[config.mk]
export PLATFORM = sky130hd
export DESIGN_NAME = ssd_scan_ctrl_flat
export DESIGN_NICKNAME = d
export VERILOG_FILES = /design/src/rtl/ssd_scan_ctrl_if.sv /design/src/rtl/ssd_scan_ctrl.sv /design/src/flat_wrapper.sv
export SDC_FILE = /design/constraint.sdc
export NUM_CORES = 1
export LEC_CHECK = 0
export ABC_AREA = 1
export BUFFER_PORTS_ARGS = -buffer_cell sky130_fd_sc_hd__buf_2
export CAP_MARGIN = 20
export CORE_MARGIN = 1
export CORE_UTILIZATION = 40
export DETAILED_ROUTE_END_ITERATION = 16
export MAX_ROUTING_LAYER = met4
export SYNTH_ARGS = -nofsm -noshare
export SYNTH_HDL_FRONTEND = slang
export SYNTH_SLANG_ARGS = --single-unit
[constraint.sdc]
create_clock -name i_clk -period 2.26 [get_ports i_clk]
set_input_delay 0.226 -clock i_clk [delete_from_list [all_inputs] [get_ports i_clk]]
set_output_delay 0.226 -clock i_clk [all_outputs]
set_load 0.01 [all_outputs]
[src/rtl/ssd_scan_ctrl_if.sv]
// rtl/ssd_scan_ctrl_if.sv - display scan bundle between display source and scan controller
interface ssd_scan_ctrl_if;
   logic        en;
   logic [15:0] value;
   logic        s0;
   logic        s1;
   logic [3:0]  dig0;
   logic [3:0]  dig1;
   logic [3:0]  dig2;
   logic [3:0]  dig3;
   logic [3:0]  an;
   logic        frame_tick;

   // Side that supplies the value and enable and observes the scan outputs
   modport master (
      output en, value,
      input  s0, s1, dig0, dig1, dig2, dig3, an, frame_tick
   );

   // Scan controller side
   modport slave (
      input  en, value,
      output s0, s1, dig0, dig1, dig2, dig3, an, frame_tick
   );
endinterface

[src/rtl/ssd_scan_ctrl.sv]
// rtl/ssd_scan_ctrl.sv - 4-digit seven-segment scan controller (optional SSD_LZB_EN leading-zero blanking)
module ssd_scan_ctrl #(
   parameter int PRESCALE = 50000,
   parameter int BLANK    = 1000,
   parameter int CW       = 16
) (
   input  logic          i_clk,
   input  logic          i_rst_n,
   ssd_scan_ctrl_if.slave io_scan
);

   logic [CW-1:0]      r_cnt;
   logic [CW-1:0]      w_cnt_nxt;
   logic [1:0]         r_idx;
   logic [1:0]         w_idx_nxt;
   logic [15:0]        r_shadow;
   logic [15:0]        w_shadow_nxt;
   logic [1:0]         r_sel;
   logic [1:0]         w_sel_nxt;
   logic [3:0]         r_an;
   logic [3:0]         w_an_nxt;
   logic               r_tick;
   logic               w_tick_nxt;
   logic               w_wrap;
   logic               w_frame;
   logic               w_lzb;
   logic signed [31:0] w_cnt_ext;

   // State register: counters, shadow and all registered outputs
   always_ff @(posedge i_clk or negedge i_rst_n) begin
      if (!i_rst_n) begin
         r_cnt    <= '0;
         r_idx    <= 2'd0;
         r_shadow <= 16'h0000;
         r_sel    <= 2'd0;
         r_an     <= 4'hF;
         r_tick   <= 1'b0;
      end else begin
         r_cnt    <= w_cnt_nxt;
         r_idx    <= w_idx_nxt;
         r_shadow <= w_shadow_nxt;
         r_sel    <= w_sel_nxt;
         r_an     <= w_an_nxt;
         r_tick   <= w_tick_nxt;
      end
   end

   // Next-state: prescale count, digit index and frame-boundary shadow reload; all hold while disabled
   always_comb begin
      w_wrap    = (r_cnt == CW'(PRESCALE - 1));
      w_cnt_nxt = r_cnt;
      w_idx_nxt = r_idx;
      w_frame   = 1'b0;
      if (io_scan.en) begin
         if (w_wrap) begin
            w_cnt_nxt = '0;
            w_idx_nxt = r_idx + 2'd1;
            w_frame   = (r_idx == 2'd3);
         end else begin
            w_cnt_nxt = r_cnt + CW'(1);
         end
      end
      w_shadow_nxt = w_frame ? io_scan.value : r_shadow;
   end

`ifdef SSD_LZB_EN
   // Leading-zero blanking of the digit about to be shown, judged on the frame's shadow value
   always_comb begin
      w_lzb = 1'b0;
      case (w_idx_nxt)
         2'd3:    w_lzb = (w_shadow_nxt[15:12] == 4'h0);
         2'd2:    w_lzb = (w_shadow_nxt[15:8]  == 8'h00);
         2'd1:    w_lzb = (w_shadow_nxt[15:4]  == 12'h000);
         default: w_lzb = 1'b0;
      endcase
   end
`else
   assign w_lzb = 1'b0;
`endif

   // Output decode from next-state count/index so select and anodes always name the same digit
   always_comb begin
      w_cnt_ext  = signed'(32'(w_cnt_nxt));
      w_sel_nxt  = w_idx_nxt;
      w_tick_nxt = w_frame;
      if (!io_scan.en || (w_cnt_ext < BLANK) || w_lzb) begin
         w_an_nxt = 4'hF;
      end else begin
         w_an_nxt = ~(4'b0001 << w_idx_nxt);
      end
   end

   assign io_scan.s0         = r_sel[0];
   assign io_scan.s1         = r_sel[1];
   assign io_scan.an         = r_an;
   assign io_scan.frame_tick = r_tick;
   assign io_scan.dig0       = r_shadow[3:0];
   assign io_scan.dig1       = r_shadow[7:4];
   assign io_scan.dig2       = r_shadow[11:8];
   assign io_scan.dig3       = r_shadow[15:12];

endmodule

[src/flat_wrapper.sv]
// flat-port wrapper written by rule: the top's interface ports become plain ports
module ssd_scan_ctrl_flat 
#(
   parameter int PRESCALE = 50000,
   parameter int BLANK    = 1000,
   parameter int CW       = 16
)
  (i_clk, i_rst_n, io_scan_en, io_scan_value, io_scan_s0, io_scan_s1, io_scan_dig0, io_scan_dig1, io_scan_dig2, io_scan_dig3, io_scan_an, io_scan_frame_tick);
  ssd_scan_ctrl_if io_scan_i ();
  input  logic i_clk;
  input  logic i_rst_n;
  input wire logic [$bits(io_scan_i.en)-1:0] io_scan_en;
  input wire logic [$bits(io_scan_i.value)-1:0] io_scan_value;
  output wire logic [$bits(io_scan_i.s0)-1:0] io_scan_s0;
  output wire logic [$bits(io_scan_i.s1)-1:0] io_scan_s1;
  output wire logic [$bits(io_scan_i.dig0)-1:0] io_scan_dig0;
  output wire logic [$bits(io_scan_i.dig1)-1:0] io_scan_dig1;
  output wire logic [$bits(io_scan_i.dig2)-1:0] io_scan_dig2;
  output wire logic [$bits(io_scan_i.dig3)-1:0] io_scan_dig3;
  output wire logic [$bits(io_scan_i.an)-1:0] io_scan_an;
  output wire logic [$bits(io_scan_i.frame_tick)-1:0] io_scan_frame_tick;
  assign io_scan_i.en = io_scan_en;
  assign io_scan_i.value = io_scan_value;
  assign io_scan_s0 = io_scan_i.s0;
  assign io_scan_s1 = io_scan_i.s1;
  assign io_scan_dig0 = io_scan_i.dig0;
  assign io_scan_dig1 = io_scan_i.dig1;
  assign io_scan_dig2 = io_scan_i.dig2;
  assign io_scan_dig3 = io_scan_i.dig3;
  assign io_scan_an = io_scan_i.an;
  assign io_scan_frame_tick = io_scan_i.frame_tick;
  ssd_scan_ctrl #(.PRESCALE(PRESCALE), .BLANK(BLANK), .CW(CW)) u_core (.i_clk(i_clk), .i_rst_n(i_rst_n), .io_scan(io_scan_i));
endmodule
## After elaboration in Yosys (flattened, before gate mapping)

Cells that the tools add are included.

- Flip-flop bits (word level): 39
- Input port bits: 19
- Logic and storage cells: 21

- $add $sub $neg: 2
- Order comparisons: 1
- Equality and inequality tests: 2
- Shifts and indexed selects: 1
- Multiplexer cells: 7
- Bitwise gates (word level): 1
- Reduce and logical (&&, ||, !) cells: 2

Operators by type and width:

| kind | count |
|---|---|
| $mux W16 | 2 |
| $add A16 B1 Y16 const B | 1 |
| $eq A16 B16 Y1 const B | 1 |
| $lt A16 B10 Y1 const B | 1 |
| $mux W2 | 2 |
| $mux W4 | 1 |
| $not A4 Y4 | 1 |
| $shl A1 B2 Y4 const A | 1 |
| $add A2 B1 Y2 const B | 1 |
| $eq A2 B2 Y1 const B | 1 |
| $mux W1 | 2 |
| $logic_not A1 Y1 | 1 |
| $logic_or A1 B1 Y1 | 1 |

## Longest topological paths before layout

Gate-level depths: netlist of the first run.

- Depth in word-level cells: 6
- Depth in mapped cells: 11

## Worst setup path before layout of the first run

No wires, ideal clock.

- Path type: register -> register
- From: register u_core.r_cnt[0]
- To: register u_core.r_shadow[9]
- Arrival: 1.417 ns
- Required time: 2.144 ns
- Path slack: 0.727 ns
- Cell stages (with the launch flop): 10
- Cells stage by stage: dfrtp_1 -> ha_1 -> nand3_1 -> nor2_1 -> nand3_2 -> inv_2 -> nand2_4 -> buf_2 -> nand2_1 -> nand2_1

- Word-level cells in the longest chain between the ends: 3

Ends and longest elaborated chain:

| item | RTL line | RTL |
|---|---|---|
| from (decl) | ssd_scan_ctrl.sv:12 | `logic [CW-1:0] r_cnt;` |
| from (signal assigned) | ssd_scan_ctrl.sv:39 | `r_cnt <= w_cnt_nxt;` |
| $eq A16 B16 Y1 | ssd_scan_ctrl.sv:50 | `w_wrap = (r_cnt == CW'(PRESCALE - 1));` |
| $mux W1 | ssd_scan_ctrl.sv:55 | `if (w_wrap) begin` |
| $mux W1 | ssd_scan_ctrl.sv:54 | `if (io_scan.en) begin` |
| to (signal assigned) | ssd_scan_ctrl.sv:41 | `r_shadow <= w_shadow_nxt;` |
| to (decl) | ssd_scan_ctrl.sv:16 | `logic [15:0] r_shadow;` |

Every way passes these cells.
A chain may end at the register's enable or synchronous reset.

## Final worst setup path of the first run

- From: register u_core.r_cnt[0]
- To: register u_core.r_shadow[14]

Same word-level chain as after synthesis.

==> results of run 1 <==
-- worst max-delay path, delay by kind of cell, from the launching register on --
kind                       cells  cell delay, ns
and+or+nand+nor                6            0.73
buffers and inverters          2            0.35
adders and majority gates      1            0.28
DFF                            1            0.42
-- area by class of cell --
type	count	area share, %
clock buffers	6	3.10
clock inverters	2	0.534
inverters	34	5.51
multi-input cells	179	36.6
flip-flops and latches	39	41.9
well taps	67	3.58
repair buffers	41	8.77
-- kinds of logic (layout without fill, tap and decap cells) --
family	after synthesis	after routing	share of synthesized area, %
adder cells (fa/ha/maj)	2	2	1.25
buffers and inverters	38	83	7.84
AND/OR/NAND/NOR	167	167	37.8
flip-flops	39	39	49.2
AO/OA/AOI/OAI	6	6	1.76
XOR/XNOR	4	4	2.13
-- cells in the final DEF, fill, tap and decap left out --
master	count
o21ai_0	2
clkbuf_1	1
inv_2	3
a21oi_1	2
nor3_1	2
o211ai_1	1
o21bai_1	1
xnor2_2	1
inv_1	30
nor2_1	26
dfrtp_1	35
nand2_2	3
nand2_1	94
buf_2	41
xor2_1	3
dfstp_2	4
nand3b_1	1
clkinv_2	2
nand2_4	2
nand4_1	6
clkbuf_8	5
clkinvlp_4	1
nor2_8	1
nor2_2	6
nand3_2	4
ha_1	2
nand3_1	22
-- flip-flops by register name (all words and copies together), names as in the netlist --
signal / flops
u_core.r_idx: 2
u_core.r_cnt: 16
u_core.io_scan.frame_tick: 1
u_core.r_shadow: 16
u_core.io_scan.an: 4
-- worst max path at each step --
| stage | from | end | depth (start not counted) |
|---|---|---|---|
| 2_1_floorplan | u_core.r_cnt[0]$_DFFE_PN0P_ | u_core.r_shadow[9]$_DFFE_PN0P_ | 9 |
| 3_3_place_gp | u_core.r_cnt[0]$_DFFE_PN0P_ | u_core.r_shadow[15]$_DFFE_PN0P_ | 9 |
| 6_report | u_core.r_cnt[0]$_DFFE_PN0P_ | u_core.r_shadow[14]$_DFFE_PN0P_ | 9 |
| 3_5_place_dp | u_core.r_cnt[0]$_DFFE_PN0P_ | u_core.r_shadow[4]$_DFFE_PN0P_ | 9 |
| 4_1_cts | u_core.r_cnt[0]$_DFFE_PN0P_ | u_core.r_shadow[14]$_DFFE_PN0P_ | 9 |
| 5_1_grt | u_core.r_cnt[0]$_DFFE_PN0P_ | u_core.r_shadow[10]$_DFFE_PN0P_ | 9 |
-- where the power goes --
group / switching, µW / internal [µW] / total [µW]
clock network: 253 / 216 / 469
registers: 150 / 789 / 939
logic: 360 / 186 / 546
-- per-layer routing --
| layer | track usage (%) | wire length, µm | vias up | part of all wire [%] |
|---|---|---|---|---|
| met5 | - | 0 | - | 0 |
| met4 | 7.19 | 88 | 0 | 2.0 |
| met3 | 4.01 | 236 | 8 | 5.4 |
| met2 | 26.9 | 2020 | 46 | 46 |
| met1 | 26.0 | 2040 | 801 | 47 |
| li1 | - | - | 879 | - |
-- per-stage QoR --
step | setup WS, ns | total power, µW | cell area (µm²)
after detailed placement | 0.426 | 1500 | 2260
after floorplan | 0.727 | 1340 | 1990
after global placement | 0.449 | 1490 | 2260
after global routing | 0.138 | 2090 | 2340
final | 0.413 | 1950 | 2340
after CTS | 0.427 | 1970 | 2340
==> run metrics, run 1 <==
status=finished, final reports clean; H-tree depth=2; Setup-failing EPs final=0; final hold slack=0.0549 ns; via count=1734; core outline area=4750 µm²; cell repeated most along the worst path=nand2_1; hold_buf cts=0; flops & latches, synth=39; TritonCTS Buffers=5; Remaining DRCs=0; Clock transition at path regs=0.08 ns; fmax=541 MHz; clk_skew=0.00619 ns; Resize count post-CTS=0; Overflow after GRT=0; CP Data Arrival Time=2.08 ns; fin util=49.2%; Multi-input gate area=857 µm²; Worst R2R Path Depth=9; Initial DRC Count=110; CP Capture Type=flop; largest cells by area after synthesis=dfrtp_1 44%, nand2_1 18%, inv_1 5.6%; critical path type=flop to flop; WL final=4390 µm; Req. time, crit path=2.49 ns; critical path launch point type=flop; CP Max Fanout=17; unrepaired setup endpoints after global routing=false; maximum clock insertion buffer count=2; largest net degree at the start of global routing=40; share of cells above drive strength 1=24.3%; flip-flop and latch area=981 µm²; Leakage=0.00135 µW; # rows=25; pwr dens=834 nW/µm²; Unique masters post-synth=27; PortBufs=41; RD Place Congestion=0.903; Clk Latency, worst-skew pair=0.29 ns; Post-Layout Cell Count=368; Worst path slowest cell=dfrtp_1; Synth area leader=dfrtp_1; fin crit share=81.7%; Clock Sinks=39; worst hold path class=input port to async pin; Vias/cell=4.71; top cell type's share of synthesized area=43.9%; initial antenna violation count=0; Final Hold Fails=0; delay of the slowest critical-path stage=0.42 ns; Worst Tran Pin Value=0.889 ns; Syn Area/Cell=7.79 µm²; Area Overhead vs Synth=17.4%; Synth warnings=0; Rel. slew slack=40.7%; fill count=487; antenna viol nets, final=0; DIE AREA=5270 µm²; n_diodes=0; Initial Utilization=41.9%; Die Ht=72.6 µm; crit-path cells=ha_1, nand3_1, nor2_1, nand3_2, inv_2, nand2_4, clkinv_2, nand2_1, nand2_1; Mapped Area=1990 µm²; Die X=72.6 µm; global-route wire length before repair=7220 µm; list of most frequent post-synthesis cells=94 x nand2_1, 35 x dfrtp_1, 30 x inv_1, 26 x nor2_1, 22 x nand3_1; sequential area share after synthesis=49.2%; minimum clock period=1.85 ns; Post-CTS Setup Inserts=0; fin. max-slew vios=0; Reg2Reg Setup Slack=0.41 ns; Main synth FF type=dfrtp_1; VDD IR-drop max=0.000625 V; Synth Net Count=277; Detailed Routing Iterations Pass 1=4; setup_tns=0 ns; CTS tree=done; GRT Total Usage=18.7%; DR WL/cell=11.9 µm; worst r2r src=u_core.r_cnt[0]$_DFFE_PN0P_; most frequent cell after synthesis=nand2_1; HPWL Detailed=3230 µm; CTS root buffer=clkbuf_8; reg2reg end=u_core.r_shadow[14]$_DFFE_PN0P_; Placed Cells=360; synthesized netlist cell count=256; Nets=321; number of synthesized flops with an enable pin=0; ys async rst share=100%; IO Count=42; vias in the first global route=1549; max cap viols=0
Note: power is estimated with default switching activity, not from simulation.
==> inputs of run 2 (changes only) <==
Clock period 2.26 ns to 1.8 ns, I/O delays scaled along.
==> run metrics, run 2 (same netlist as run 1, synthesis figures left out) <==
CTS tree=done; DIE AREA=5270 µm²; Die X=72.6 µm; WL final=4440 µm; unrepaired setup endpoints after global routing=false; TritonCTS Buffers=5; flip-flop and latch area=986 µm²; Worst Tran Pin Value=0.498 ns; maximum clock insertion buffer count=2; GRT Total Usage=19.2%; global-route wire length before repair=7310 µm; Area Overhead vs Synth=22.4%; critical path type=flop to flop; RD Place Congestion=0.860; Reg2Reg Setup Slack=0.16 ns; Req. time, crit path=2.03 ns; Setup-failing EPs final=0; Detailed Routing Iterations Pass 1=4; Nets=327; Remaining DRCs=0; n_diodes=0; share of cells above drive strength 1=27.7%; Multi-input gate area=896 µm²; IO Count=42; Rel. slew slack=66.8%; critical path launch point type=flop; Leakage=0.00136 µW; Vias/cell=4.62; # rows=25; pwr dens=1040 nW/µm²; fmax=611 MHz; Initial DRC Count=114; vias in the first global route=1581; clk_skew=0.00334 ns; Clock Sinks=39; H-tree depth=2; Clk Latency, worst-skew pair=0.29 ns; largest net degree at the start of global routing=40; Initial Utilization=41.9%; Final Hold Fails=0; antenna viol nets, final=0; minimum clock period=1.64 ns; core outline area=4750 µm²; fin crit share=90.9%; Clock transition at path regs=0.08 ns; post-route cell area=2440 µm²; Overflow after GRT=0; CTS root buffer=clkbuf_8; max cap viols=0; VDD IR-drop max=0.000758 V; most frequent cells in the layout=94 x nand2_1, 41 x buf_2, 31 x dfrtp_1, 30 x inv_1, 24 x nor2_1; setup_tns=0 ns; post-place instance area=2290 µm²; CP Max Fanout=5; worst hold path class=input port to flop; CP Capture Type=flop; initial antenna violation count=0; PortBufs=41; DR WL/cell=11.9 µm; via count=1727; CP Data Arrival Time=1.87 ns; Die Ht=72.6 µm; most common cell after layout, fill and taps aside=nand2_1; fill count=491; HPWL Detailed=3220 µm; fin. max-slew vios=0; status=finished, final reports clean
## run 2: changes by cell type in the layout (fill, tap and decap cells not counted), sizes merged
cell / delta
inv: +1
buf: +5
clkinv: -1
dlygate4sd3: +1
## run 2: layer usage
layer  global-route usage, %  vias up  share of wire, %
li1                        -      889                 -
met5                       -        -                 0
met3                    4.14        8               2.8
met1                    25.2      794                46
met2                    29.3       36                48
met4                    6.97        0               2.4
## run 2: final timing paths
path / start / end / cells after the start
min in group asynchronous: i_rst_n / u_core.r_cnt[3]$_DFF_PN0_ / 3
setup / recovery: u_core.r_cnt[9]$_DFF_PN0_ / u_core.io_scan.an[0]$_DFF_PN1_ / 10
setup reg to reg: u_core.r_cnt[9]$_DFF_PN0_ / u_core.io_scan.an[0]$_DFF_PN1_ / 10
hold / removal: io_scan_value[12] / u_core.r_shadow[12]$_DFFE_PN0P_ / 3
max in group asynchronous: i_rst_n / u_core.io_scan.an[1]$_DFF_PN1_ / 3
hold reg to reg: u_core.r_shadow[15]$_DFFE_PN0P_ / u_core.r_shadow[15]$_DFFE_PN0P_ / 2
## run 2: worst max-delay path: stages (launching register included)
cell	delay [ns]
dfrtp_1	0.46
nand2_1	0.11
nor2_1	0.20
nand2_1	0.08
nor2_1	0.14
nand3_1	0.10
nand3_1	0.12
nand2_1	0.08
nor2_2	0.09
nand3_2	0.11
nand3_1	0.09
## run 2: per-stage QoR
| step | setup WS (ns) | util [%] | hold slack (ns) | power [µW] | instances |
|---|---|---|---|---|---|
| after floorplan | 0.267 | - | -0.116 | 1680 | 256 |
| after global placement | 0.0358 | 48.1 | 0.268 | 1910 | 364 |
| after detailed placement | 0.0247 | 48.1 | 0.270 | 1910 | 364 |
| after CTS | 0.00837 | 50.1 | 0.0718 | 2500 | 373 |
| after global routing | 0.00327 | 51.3 | 0.0782 | 2710 | 374 |
| final | 0.163 | 51.3 | 0.0769 | 2540 | 374 |
## run 2: cell type report
class	count	share of cell area, %
sequential	39	40.4
multi-input combinational	179	36.7
timing repair buffer	47	10.4
inverter	34	5.64
tap	67	3.43
clock buffer	6	2.97
clock inverter	2	0.513
## run 2: what timing repair did
item	CTS	global route
hold endpoints to repair	35	0
buffers inserted	0	1
setup endpoints to repair	0	21
gates resized for setup	0	15
hold buffers	1	0
## run 2: power by group
| group | internal, µW | switching [µW] | total, µW |
|---|---|---|---|
| Clock | 271 | 311 | 582 |
| Combinational | 278 | 497 | 775 |
| Sequential | 997 | 186 | 1180 |
==> inputs of run 3 (changes only) <==
Settings changed: CORE_ASPECT_RATIO set to 1.1.
==> run metrics, run 3 (same netlist as run 1, synthesis figures left out) <==
worst hold path class=input port to flop; core outline area=4720 µm²; fmax=603 MHz; Comb pwr share=31.0%; Overflow after GRT=0; maximum clock insertion buffer count=2; CP bufs+invs=1; NetSw=1010 µW; Initial DRC Count=149; crit-path cells=buf_4, nand2_1, nor2_4, nand2_1, nor2_1, nand2_1, nand2_1, nand2_1, nor2_2, nand3_2, nand3_1; met1 Use GR=26.2%; TritonCTS Buffers=5; via count=1757; H-tree depth=2; Setup-failing EPs final=0; PortBufs=41; sw frac=38.0%; CTS root buffer=clkbuf_8; fill count=453; gr busiest metal=met2; Die Ht=76.1 µm; setup_tns=0 ns; cell repeated most along the worst path=nand2_1; Clock transition at path regs=0.08 ns; critical path launch point type=flop; worst setup margin=0.142 ns; n_diodes=0; HPWL Detailed=3330 µm; most common cell after layout, fill and taps aside=nand2_1; # rows=26; Detailed Routing Iterations Pass 1=4; most frequent cells in the layout=94 x nand2_1, 41 x buf_2, 33 x dfrtp_1, 30 x inv_1, 23 x nor2_1; Pint=1640 µW; CTS tree=done; Nets=329; pwr dens=1080 nW/µm²; Seq pwr share=44.2%; status=finished, final reports clean; Clk pwr share=24.7%; Worst path slowest cell=dfrtp_1; delay of the slowest critical-path stage=0.39 ns; CP top delay family=simple AND/OR/NAND/NOR gates; initial antenna violation count=0; CP Data Arrival Time=1.89 ns; WL final=4500 µm; RD Place Congestion=0.896; Worst Tran Pin Value=0.391 ns; Post-CTS Setup Inserts=0; Post-Layout Cell Count=365; Final Hold Fails=0; minimum clock period=1.66 ns; CP Capture Type=flop; vias in the first global route=1559; Die X=69.3 µm; critical path type=flop to flop; Req. time, crit path=2.03 ns; VDD IR-drop max=0.000390 V; largest net degree at the start of global routing=33; Clk Latency, worst-skew pair=0.29 ns; Initial Utilization=42.3%; Vias/cell=4.81; fin. max-slew vios=0; CP Max Fanout=4; GRT Total Usage=18.9%; Remaining DRCs=0; IO Count=42; GR Util met3=3.97%; Placed Cells=356; Tot Pwr=2650 µW; clk_skew=0.00582 ns; Area Overhead vs Synth=22.7%; met2 usage=27.8%; Leakage=0.00140 µW; DR WL/cell=12.3 µm; pre-CTS setup slack=0.0641 ns; antenna viol nets, final=0; Rel. slew slack=73.9%; max cap viols=0; share of cells above drive strength 1=28.2%; fin crit share=92.1%; global-route wire length before repair=7710 µm; Clock Sinks=39; DIE AREA=5270 µm²
run 3: final timing paths:
check | start | end | slack, ns | depth (start not counted)
max in group asynchronous | i_rst_n | u_core.io_scan.an[3]$_DFF_PN1_ | 0.88 | 3
setup / recovery | u_core.r_cnt[1]$_DFFE_PN0P_ | u_core.io_scan.an[0]$_DFF_PN1_ | 0.14 | 11
hold / removal | io_scan_value[9] | u_core.r_shadow[9]$_DFFE_PN0P_ | 0.08 | 3
setup reg to reg | u_core.r_cnt[1]$_DFFE_PN0P_ | u_core.io_scan.an[0]$_DFF_PN1_ | 0.14 | 11
min in group asynchronous | i_rst_n | u_core.r_cnt[13]$_DFF_PN0_ | 0.26 | 2
hold reg to reg | u_core.r_shadow[9]$_DFFE_PN0P_ | u_core.r_shadow[9]$_DFFE_PN0P_ | 0.48 | 2
run 3: power by group through the flow:
| stage | sequential (µW) | combinational, µW | clock [µW] |
|---|---|---|---|
| finish | 1170 | 823 | 655 |
| global route | 1190 | 928 | 722 |
| CTS | 1160 | 766 | 681 |
| detailed placement | 1170 | 758 | 0 |
| global placement | 1170 | 753 | 0 |
| floorplan | 1130 | 554 | 0 |
run 3: routing by layer:
layer	part of all wire [%]	vias to the layer above
met4	1.7	0
li1	-	894
met1	49	800
met3	4.7	8
met2	45	55
met5	0	-
run 3: cell type report:
cell class                 instances  area (µm²)  area share [%]
timing repair buffer              49         268            10.9
clock buffer                       7        96.3            3.94
tap                               56        70.1            2.86
sequential                        39         983            40.2
multi-input combinational        179         887            36.2
clock inverter                     1        7.51           0.307
inverter                          34         135            5.52
run 3: worst register-to-register path, cell delays in order, from the launching register on:
cell	delay, ns
dfrtp_1	0.39
buf_4	0.14
nand2_1	0.08
nor2_4	0.15
nand2_1	0.12
nor2_1	0.12
nand2_1	0.05
nand2_1	0.09
nand2_1	0.10
nor2_2	0.13
nand3_2	0.13
nand3_1	0.10
run 3: through the flow:
stage / hold WS (ns) / cell area (µm²) / utilization (%)
after floorplan: -0.116 / 1990 / -
after global placement: 0.0360 / 2290 / 48.6
after detailed placement: 0.0350 / 2290 / 48.6
after CTS: 0.0705 / 2410 / 51.1
after global routing: 0.0724 / 2450 / 51.9
final: 0.0798 / 2450 / 51.9
run 3: what timing repair did:
item,CTS,global route
hold buffers,1,0
endpoints found under the hold margin,7,0
setup endpoints to repair,0,21
gates resized for setup,0,12
